==> src/rtl/hit_judge.sv <==
// hit_judge: per-lane note judge feeding the scoreboard.
// Watches the player key and the lane's hit-zone status and decides, once per
// note, whether it was hit (short or long) or missed.
//
// Ports:
//   clk        system clock, all state on the rising edge
//   resetn     asynchronous active-low reset
//   key        raw player button, active-high, asynchronous to clk
//   zone_valid high while a note occupies the hit zone (synchronous)
//   zone_long  note in the zone is a long note (meaningful with zone_valid)
//   increment  one-cycle hit pulse to the scoreboard
//   islong     qualifies increment: 1 = long-note hit, 0 whenever increment=0
//   miss       one-cycle miss pulse
//   combo      consecutive-hit count, saturating, cleared by a miss
module hit_judge #(
  parameter int unsigned HOLD_CYCLES = 16,
  parameter int unsigned COMBO_W     = 8
) (
  input  logic               clk,
  input  logic               resetn,
  input  logic               key,
  input  logic               zone_valid,
  input  logic               zone_long,
  output logic               increment,
  output logic               islong,
  output logic               miss,
  output logic [COMBO_W-1:0] combo
);

  // HOLD_CYCLES is at most 255, so an 8-bit hold counter always suffices.
  localparam int unsigned        CNT_W     = 8;
  localparam logic [CNT_W-1:0]   HOLD_LAST = CNT_W'(HOLD_CYCLES - 1);
  localparam logic [COMBO_W-1:0] COMBO_MAX = {COMBO_W{1'b1}};

  typedef enum logic [1:0] {
    IDLE  = 2'd0,
    ARMED = 2'd1,
    HOLD  = 2'd2,
    DONE  = 2'd3
  } state_t;

  state_t           state;
  logic             long_q;
  logic [CNT_W-1:0] hold_cnt;

  logic key_m;
  logic key_s;
  logic key_d;
  logic press;

  // Judgement for the current cycle, shared by the FSM and the combo counter.
  logic hit;
  logic hit_long;
  logic fault;

  // Key synchronizer and edge history. All three flops preset high so a key
  // already held while reset releases never looks like a fresh press.
  always_ff @(posedge clk or negedge resetn) begin
    if (!resetn) begin
      key_m <= 1'b1;
      key_s <= 1'b1;
      key_d <= 1'b1;
    end else begin
      key_m <= key;
      key_s <= key_m;
      key_d <= key_s;
    end
  end

  assign press = key_s & ~key_d;

  // Hit / miss decision for this cycle. In ARMED a press beats a falling
  // zone_valid; in HOLD zone_valid is deliberately not looked at.
  always_comb begin
    hit      = 1'b0;
    hit_long = 1'b0;
    fault    = 1'b0;
    case (state)
      ARMED: begin
        if (press && !long_q) begin
          hit = 1'b1;
        end else if (!press && !zone_valid) begin
          fault = 1'b1;
        end
      end
      HOLD: begin
        if (!key_s) begin
          fault = 1'b1;
        end else if (hold_cnt == HOLD_LAST) begin
          hit      = 1'b1;
          hit_long = 1'b1;
        end
      end
      default: begin
      end
    endcase
  end

  // Note FSM with registered pulse outputs.
  always_ff @(posedge clk or negedge resetn) begin
    if (!resetn) begin
      state     <= IDLE;
      long_q    <= 1'b0;
      hold_cnt  <= '0;
      increment <= 1'b0;
      islong    <= 1'b0;
      miss      <= 1'b0;
    end else begin
      increment <= hit;
      islong    <= hit_long;
      miss      <= fault;
      case (state)
        IDLE: begin
          // Presses here are ignored; only a note arriving arms the lane.
          if (zone_valid) begin
            state  <= ARMED;
            long_q <= zone_long;
          end
        end
        ARMED: begin
          if (press) begin
            if (long_q) begin
              state    <= HOLD;
              hold_cnt <= '0;
            end else begin
              state <= DONE;
            end
          end else if (!zone_valid) begin
            state <= IDLE;
          end
        end
        HOLD: begin
          if (hit || fault) begin
            state <= DONE;
          end else begin
            hold_cnt <= hold_cnt + 1'b1;
          end
        end
        DONE: begin
          // A continuous zone_valid is one note: wait for it to drop.
          if (!zone_valid) begin
            state <= IDLE;
          end
        end
        default: begin
          state <= IDLE;
        end
      endcase
    end
  end

  // Combo counter: saturating count of hits since the last miss.
  always_ff @(posedge clk or negedge resetn) begin
    if (!resetn) begin
      combo <= '0;
    end else if (fault) begin
      combo <= '0;
    end else if (hit && (combo != COMBO_MAX)) begin
      combo <= combo + 1'b1;
    end
  end

endmodule
==> config.mk <==
export PLATFORM = sky130hd
export DESIGN_NAME = hit_judge
export DESIGN_NICKNAME = d
export VERILOG_FILES = /design/src/rtl/hit_judge.sv
export SDC_FILE = /design/constraint.sdc
export NUM_CORES = 1
export LEC_CHECK = 0
export CELL_PAD_IN_SITES_DETAIL_PLACEMENT = 1
export CELL_PAD_IN_SITES_GLOBAL_PLACEMENT = 1
export CORE_MARGIN = 2
export CORE_UTILIZATION = 46
export DETAILED_ROUTE_END_ITERATION = 10
export PLACE_DENSITY_LB_ADDON = 0.1
export SLEW_MARGIN = 20
export SYNTH_ARGS = -nofsm -noshare
export SYNTH_HDL_FRONTEND = slang
export SYNTH_SLANG_ARGS = --single-unit
==> constraint.sdc <==
create_clock -name clk -period 5.5 [get_ports clk]
set_input_delay 0.825 -clock clk [delete_from_list [all_inputs] [get_ports clk]]
set_output_delay 0.825 -clock clk [all_outputs]
set_load 0.01 [all_outputs]
==> results of run 1 <==
cells by family after synthesis:
| family | Yosys count |
|---|---|
| buffers and inverters | 12 |
| DFF | 25 |
| and+or+nand+nor | 61 |
| muxes | 4 |
| AOI/OAI and AO/OA | 35 |
| xor gates and xnor gates | 6 |
| adders and majority gates | 7 |
metrics by stage:
step	instances	setup WS, ns	hold slack [ns]	instance area, um^2	util
after global routing	211	2.60	0.378	1700	0.556
after floorplan	150	3.42	0.345	1470	-
after CTS	211	2.78	0.371	1700	0.556
after detailed placement	207	2.49	0.352	1670	0.547
after global placement	207	2.55	0.346	1670	0.547
final	211	2.79	0.369	1700	0.556
report_power, final:
part / internal (mW) / total, mW / leakage (nW) / switching, mW
Clock: 0.0283 / 0.0824 / 0.0150 / 0.0542
Combinational: 0.106 / 0.251 / 0.367 / 0.145
Sequential: 0.219 / 0.260 / 0.330 / 0.0416
final cells by class:
cell class,instances,share of cell area
timing repair buffer,16,0.0929
sequential,25,0.371
multi-input combinational,113,0.468
tap,44,0.0324
inverter,9,0.0199
clock buffer,4,0.0155
worst max path at each step:
stage | start | endpoint | slack, ns
after detailed placement | zone_valid | state[0]$_DFFE_PN0P_ | 2.49
final | state[0]$_DFFE_PN0P_ | combo[5]$_DFFE_PN0P_ | 2.79
after global placement | zone_valid | state[0]$_DFFE_PN0P_ | 2.55
after floorplan | key_s$_DFF_PN1_ | combo[7]$_DFFE_PN0P_ | 3.42
after global routing | state[0]$_DFFE_PN0P_ | combo[5]$_DFFE_PN0P_ | 2.60
after CTS | state[0]$_DFFE_PN0P_ | combo[5]$_DFFE_PN0P_ | 2.78
layer usage:
layer,track usage,wire length [um]
met4,0.0528,10
met2,0.396,1850
met5,0,0
met3,0.0277,115
met1,0.261,1560
registers in the layout (all words and copies together) (netlist names):
name and flops:
key_m 1, key_d 1, islong 1, hold_cnt 8
state 2, increment 1, combo 8, miss 1
key_s 1, long_q 1
cell usage in the layout, fill, tap and decap left out, types with 2 or more instances in the layout:
| master | instances |
|---|---|
| nor4_1 | 2 |
| o21ai_0 | 6 |
| o211ai_1 | 3 |
| a41oi_1 | 2 |
| o21a_1 | 2 |
| nor2_1 | 10 |
| nand3_1 | 9 |
| nand4_1 | 3 |
| ha_1 | 7 |
| o31ai_1 | 2 |
| mux2i_1 | 3 |
| o221ai_1 | 2 |
| clkdlybuf4s50_1 | 15 |
| clkbuf_4 | 3 |
| xor2_1 | 5 |
| a21oi_1 | 3 |
| a21o_1 | 2 |
| a31oi_1 | 4 |
| dfstp_2 | 3 |
| and3_1 | 3 |
| inv_1 | 9 |
| dfrtp_1 | 22 |
| nor2b_1 | 3 |
| nor3b_1 | 2 |
| nand2_1 | 17 |
==> flow_metrics.env, run 1 <==
export IMPL_status="complete, no violations"
export IMPL_drt_iter0_drc=57
export IMPL_seq_area_um2=629
export IMPL_yosys_area_share_xor_xnor=0.0357
export IMPL_period_minus_slack_ns=2.71
export IMPL_ys_types=48
export IMPL_path_cells="inv_1, ha_1, nand2_1, o41ai_4, nand4_2, or3_1, a21oi_1"
export IMPL_setup_worst_path_start_class="flip-flop"
export IMPL_multiInputGateArea_um2=795
export IMPL_r2r_setup_slack_ns=2.79
export IMPL_synth_cells=150
export IMPL_synth_nets=162
export IMPL_period_share=0.493
export IMPL_slew_headroom=0.420
export IMPL_cp_num_cells=7
export IMPL_fmax_mhz=369
export IMPL_crit_path_top_delay_cell="o41ai_4"
export IMPL_post_cts_resized=0
export IMPL_io_pins=16
export IMPL_synth_common_cells="22 x dfrtp_1, 17 x nand2_1, 10 x nor2_1"
export IMPL_via_count=1249
export IMPL_tns_ns=0
export IMPL_ys_ff_latch=25
export IMPL_synth_ff_type="dfrtp_1"
export IMPL_power_density_nw_per_um2=350
export IMPL_place_detailed_hpwl_um=2620
export IMPL_synth_edf_count=0
export IMPL_synth_simple_gate_area_frac=0.237
export IMPL_finalSetupViolations=0
export IMPL_fp_dieW_um=60.5
export IMPL_critPathMaxStageDelay_ns=0.57
export IMPL_drive_above_1_share=0.0778
export IMPL_worstPathArrival_ns=2.96
export IMPL_muxShareOfSynthArea=0.0281
export IMPL_synth_warnings=0
export IMPL_grt_pass1_vias=1281
export IMPL_critPathMaxFanout=13
export IMPL_peakVddDrop_mv=0.140
export IMPL_layout_nets=180
export IMPL_grt_usage=0.213
export IMPL_fp_coreArea_um2=3050
export IMPL_routed_wl_um=3540
export IMPL_grt_setup_unrepaired="no"
export IMPL_fp_row_count=20
export IMPL_r2r_start="state[0]$_DFFE_PN0P_"
export IMPL_p_leak_nw=0.712
export IMPL_diodes=0
export IMPL_reg2regPathDepth=7
export IMPL_globalRoute_totalOverflow=0
export IMPL_setup_worst_path_end_class="flip-flop"
export IMPL_synth_top_area_frac=0.374
export IMPL_whs_endpoint="key_s$_DFF_PN1_"
export IMPL_viasPerCell=5.92
export IMPL_insertion_delay_ns=0.31
export IMPL_drc=0
export IMPL_dieArea_um2=3660
export IMPL_wl_per_cell_um=16.8
export IMPL_min_path_cells=0
export IMPL_hp_start="key_m$_DFF_PN1_"
export IMPL_reg2reg_to="combo[5]$_DFFE_PN0P_"
export IMPL_grt_max_degree=26
export IMPL_yosysMostFrequentCell="dfrtp_1"
export IMPL_numCtsBuffers=3
export IMPL_yosysTopAreaCell="dfrtp_1"
export IMPL_worstSetupPathType="flip-flop to flip-flop"
export IMPL_postCtsHoldBufs=0
export IMPL_total_power_mw=0.594
export IMPL_cts_tree="yes"
export IMPL_die_y_um=60.5
export IMPL_io_buffers=15
export IMPL_ys_seq_area_frac=0.428
export IMPL_hold_viol_final=0
export IMPL_hold_path_class="flip-flop to flip-flop"
export IMPL_first_pass_iters=4
export IMPL_synth_top_family_by_area="simple AND/OR/NAND/NOR gates"
export IMPL_cts_buffer_depth=2
export IMPL_cts_clk_slew_worst_paths_ns=0.14
export IMPL_grt_pass1_wl_um=5870
export IMPL_synthArstFlopShare=1.00
export IMPL_cp_buffers_inverters=1
export IMPL_netlist_area_um2=1470
export IMPL_fillers=378
export IMPL_drv_cap=0
export IMPL_root_buffer="clkbuf_4"
export IMPL_start_util=0.482
export IMPL_ant_nets=0
export IMPL_cts_setup_buffers=0
export IMPL_avgSynthCellArea_um2=9.80
export IMPL_worst_pin_slew_ns=0.864
export IMPL_gp_congestion=0.823
export IMPL_synth_adder_area_share=0.0596
export IMPL_critPathTopFamily="simple AND/OR/NAND/NOR gates"
export IMPL_cts_sinks=25
export IMPL_syn_to_final_growth_pct=15.4
export IMPL_crit_required_ns=5.75
export IMPL_slew_violations=0
export IMPL_synth_compound_area_share=0.180
export IMPL_cts_max_level=1
export IMPL_fin_skew_ns=0.00678
export IMPL_synthTopCellsByArea="dfrtp_1 37%, ha_1 6.0%, dfstp_2 5.4%, nand2_1 4.3%, nand3_1 3.1%"
export IMPL_antenna_found_initial=0
Power figures use the tool's default switching activity.
==> run 2: changes to the inputs <==
--- a/config.mk
+++ b/config.mk
@@ -8,7 +8,7 @@
 export CELL_PAD_IN_SITES_DETAIL_PLACEMENT = 1
 export CELL_PAD_IN_SITES_GLOBAL_PLACEMENT = 1
 export CORE_MARGIN = 2
-export CORE_UTILIZATION = 46
+export CORE_UTILIZATION = 43
 export DETAILED_ROUTE_END_ITERATION = 10
 export PLACE_DENSITY_LB_ADDON = 0.1
 export SLEW_MARGIN = 20
==> constraint.sdc (replaced) <==
create_clock -name clk -period 2.8 [get_ports clk]
set_input_delay 0.42 -clock clk [delete_from_list [all_inputs] [get_ports clk]]
set_output_delay 0.42 -clock clk [all_outputs]
set_load 0.01 [all_outputs]
==> flow_metrics.env, run 2 (same netlist as run 1, synthesis figures left out) <==
export IMPL_pre_cts_slack_ns=0.160
export IMPL_setup_worst_path_start="state[0]$_DFFE_PN0P_"
export IMPL_cts_setup_buffers=0
export IMPL_cts_buffer_depth=2
export IMPL_grt_setup_unrepaired="no"
export IMPL_first_pass_iters=4
export IMPL_reg2reg_to="state[0]$_DFFE_PN0P_"
export IMPL_period_share=0.880
export IMPL_worstPathArrival_ns=2.71
export IMPL_peakVddDrop_mv=0.373
export IMPL_io_pins=16
export IMPL_io_buffers=15
export IMPL_insertion_delay_ns=0.34
export IMPL_worstSetupPathType="flip-flop to flip-flop"
export IMPL_period_minus_slack_ns=2.47
export IMPL_numCtsBuffers=3
export IMPL_grtUsageMet1=0.247
export IMPL_cts_clk_slew_worst_paths_ns=0.15
export IMPL_ant_nets=0
export IMPL_cp_endpoint="state[0]$_DFFE_PN0P_"
export IMPL_via_count=1233
export IMPL_worst_pin_slew_ns=0.869
export IMPL_viasPerCell=5.73
export IMPL_postCtsHoldBufs=0
export IMPL_drv_cap=0
export IMPL_fp_row_count=21
export IMPL_die_y_um=62.5
export IMPL_setup_worst_path_end_class="flip-flop"
export IMPL_seq_area_um2=629
export IMPL_gp_congestion=0.760
export IMPL_r2r_start="state[0]$_DFFE_PN0P_"
export IMPL_root_buffer="clkbuf_4"
export IMPL_grt_usage=0.191
export IMPL_worst_slack_ns=0.335
export IMPL_diodes=0
export IMPL_grt_max_degree=26
export IMPL_dieArea_um2=3900
export IMPL_crit_required_ns=3.04
export IMPL_final_common_cell="dfrtp_1"
export IMPL_cts_max_level=1
export IMPL_r2r_setup_slack_ns=0.33
export IMPL_use_met2=0.331
export IMPL_hold_path_class="flip-flop to flip-flop"
export IMPL_grt_use_met3=0.0234
export IMPL_fmax_mhz=406
export IMPL_layout_common_cells="22 x dfrtp_1, 17 x nand2_1, 15 x clkdlybuf4s50_1, 10 x nor2_1"
export IMPL_power_density_nw_per_um2=690
export IMPL_drc=0
export IMPL_cts_sinks=25
export IMPL_grt_pass1_vias=1282
export IMPL_antenna_found_initial=0
export IMPL_layout_nets=182
export IMPL_multiInputGateArea_um2=795
export IMPL_fp_coreArea_um2=3310
export IMPL_critPathMaxFanout=13
export IMPL_tns_ns=0
export IMPL_p_leak_nw=0.721
export IMPL_routed_wl_um=3380
export IMPL_grt_pass1_wl_um=5990
export IMPL_drt_iter0_drc=37
export IMPL_start_util=0.444
export IMPL_grt_busiest_layer="met2"
export IMPL_wl_per_cell_um=15.7
export IMPL_slew_violations=0
export IMPL_reg2regPathDepth=7
export IMPL_syn_to_final_growth_pct=16.9
export IMPL_fp_dieW_um=62.5
export IMPL_post_cts_resized=0
export IMPL_cts_tree="yes"
export IMPL_globalRoute_totalOverflow=0
export IMPL_fillers=388
export IMPL_fin_skew_ns=0.00190
export IMPL_setup_worst_path_start_class="flip-flop"
export IMPL_drive_above_1_share=0.0947
export IMPL_slew_headroom=0.417
export IMPL_hold_viol_final=0
export IMPL_largestRegisters="combo: 8 flops, hold_cnt: 8 flops, state: 2 flops"
export IMPL_finalSetupViolations=0
export IMPL_status="complete, no violations"
export IMPL_place_detailed_hpwl_um=2580
run 2: changes by cell type in the layout (fill, tap and decap cells not counted), sizes merged:
cell      change
clkinvlp      +1
buf           +2
clkbuf        -1
run 2: worst min-delay path by stage:
stage	start	slack (ns)	endpoint	cells past startpoint
final	key_m$_DFF_PN1_	0.37	key_s$_DFF_PN1_	0
after global routing	key_m$_DFF_PN1_	0.37	key_s$_DFF_PN1_	0
after CTS	key_m$_DFF_PN1_	0.37	key_s$_DFF_PN1_	0
after detailed placement	key_m$_DFF_PN1_	0.35	key_s$_DFF_PN1_	0
after global placement	key_m$_DFF_PN1_	0.35	key_s$_DFF_PN1_	0
after floorplan	resetn	0.12	combo[0]$_DFFE_PN0P_	0
run 2: report_power, final:
| part | switching (mW) | internal, mW |
|---|---|---|
| sequential | 0.0772 | 0.430 |
| combinational | 0.282 | 0.220 |
| clock | 0.122 | 0.0549 |
run 2: metal layers:
| layer | part of all wire | up-vias |
|---|---|---|
| met2 | 0.49 | 13 |
| met5 | 0 | - |
| met1 | 0.48 | 624 |
| met4 | 0.017 | 0 |
| li1 | - | 591 |
| met3 | 0.018 | 5 |
run 2: critical path, cell delays in order, from the launching register on:
cell,delay [ns]
dfrtp_1,0.45
inv_1,0.11
ha_1,0.28
nand2_1,0.23
nor4_4,0.09
o21ai_1,0.71
o21ai_0,0.18
a211o_1,0.32
run 2: layout make-up:
| cell class | instances | share of cell area |
|---|---|---|
| clock buffers | 3 | 0.0131 |
| clock inverters | 1 | 0.00437 |
| inverters | 9 | 0.0197 |
| multi-input cells | 113 | 0.462 |
| flip-flops and latches | 25 | 0.366 |
| well taps | 46 | 0.0335 |
| repair buffers | 18 | 0.101 |
run 2: metrics by stage:
step / utilization / cells / power (mW) / cell area [um^2] / hold slack [ns]
floorplan: - / 150 / 0.829 / 1470 / 0.124
global placement: 0.510 / 211 / 0.995 / 1690 / 0.346
detailed placement: 0.510 / 211 / 1.02 / 1690 / 0.348
CTS: 0.519 / 215 / 1.20 / 1720 / 0.368
global route: 0.519 / 215 / 1.27 / 1720 / 0.372
finish: 0.519 / 215 / 1.19 / 1720 / 0.367
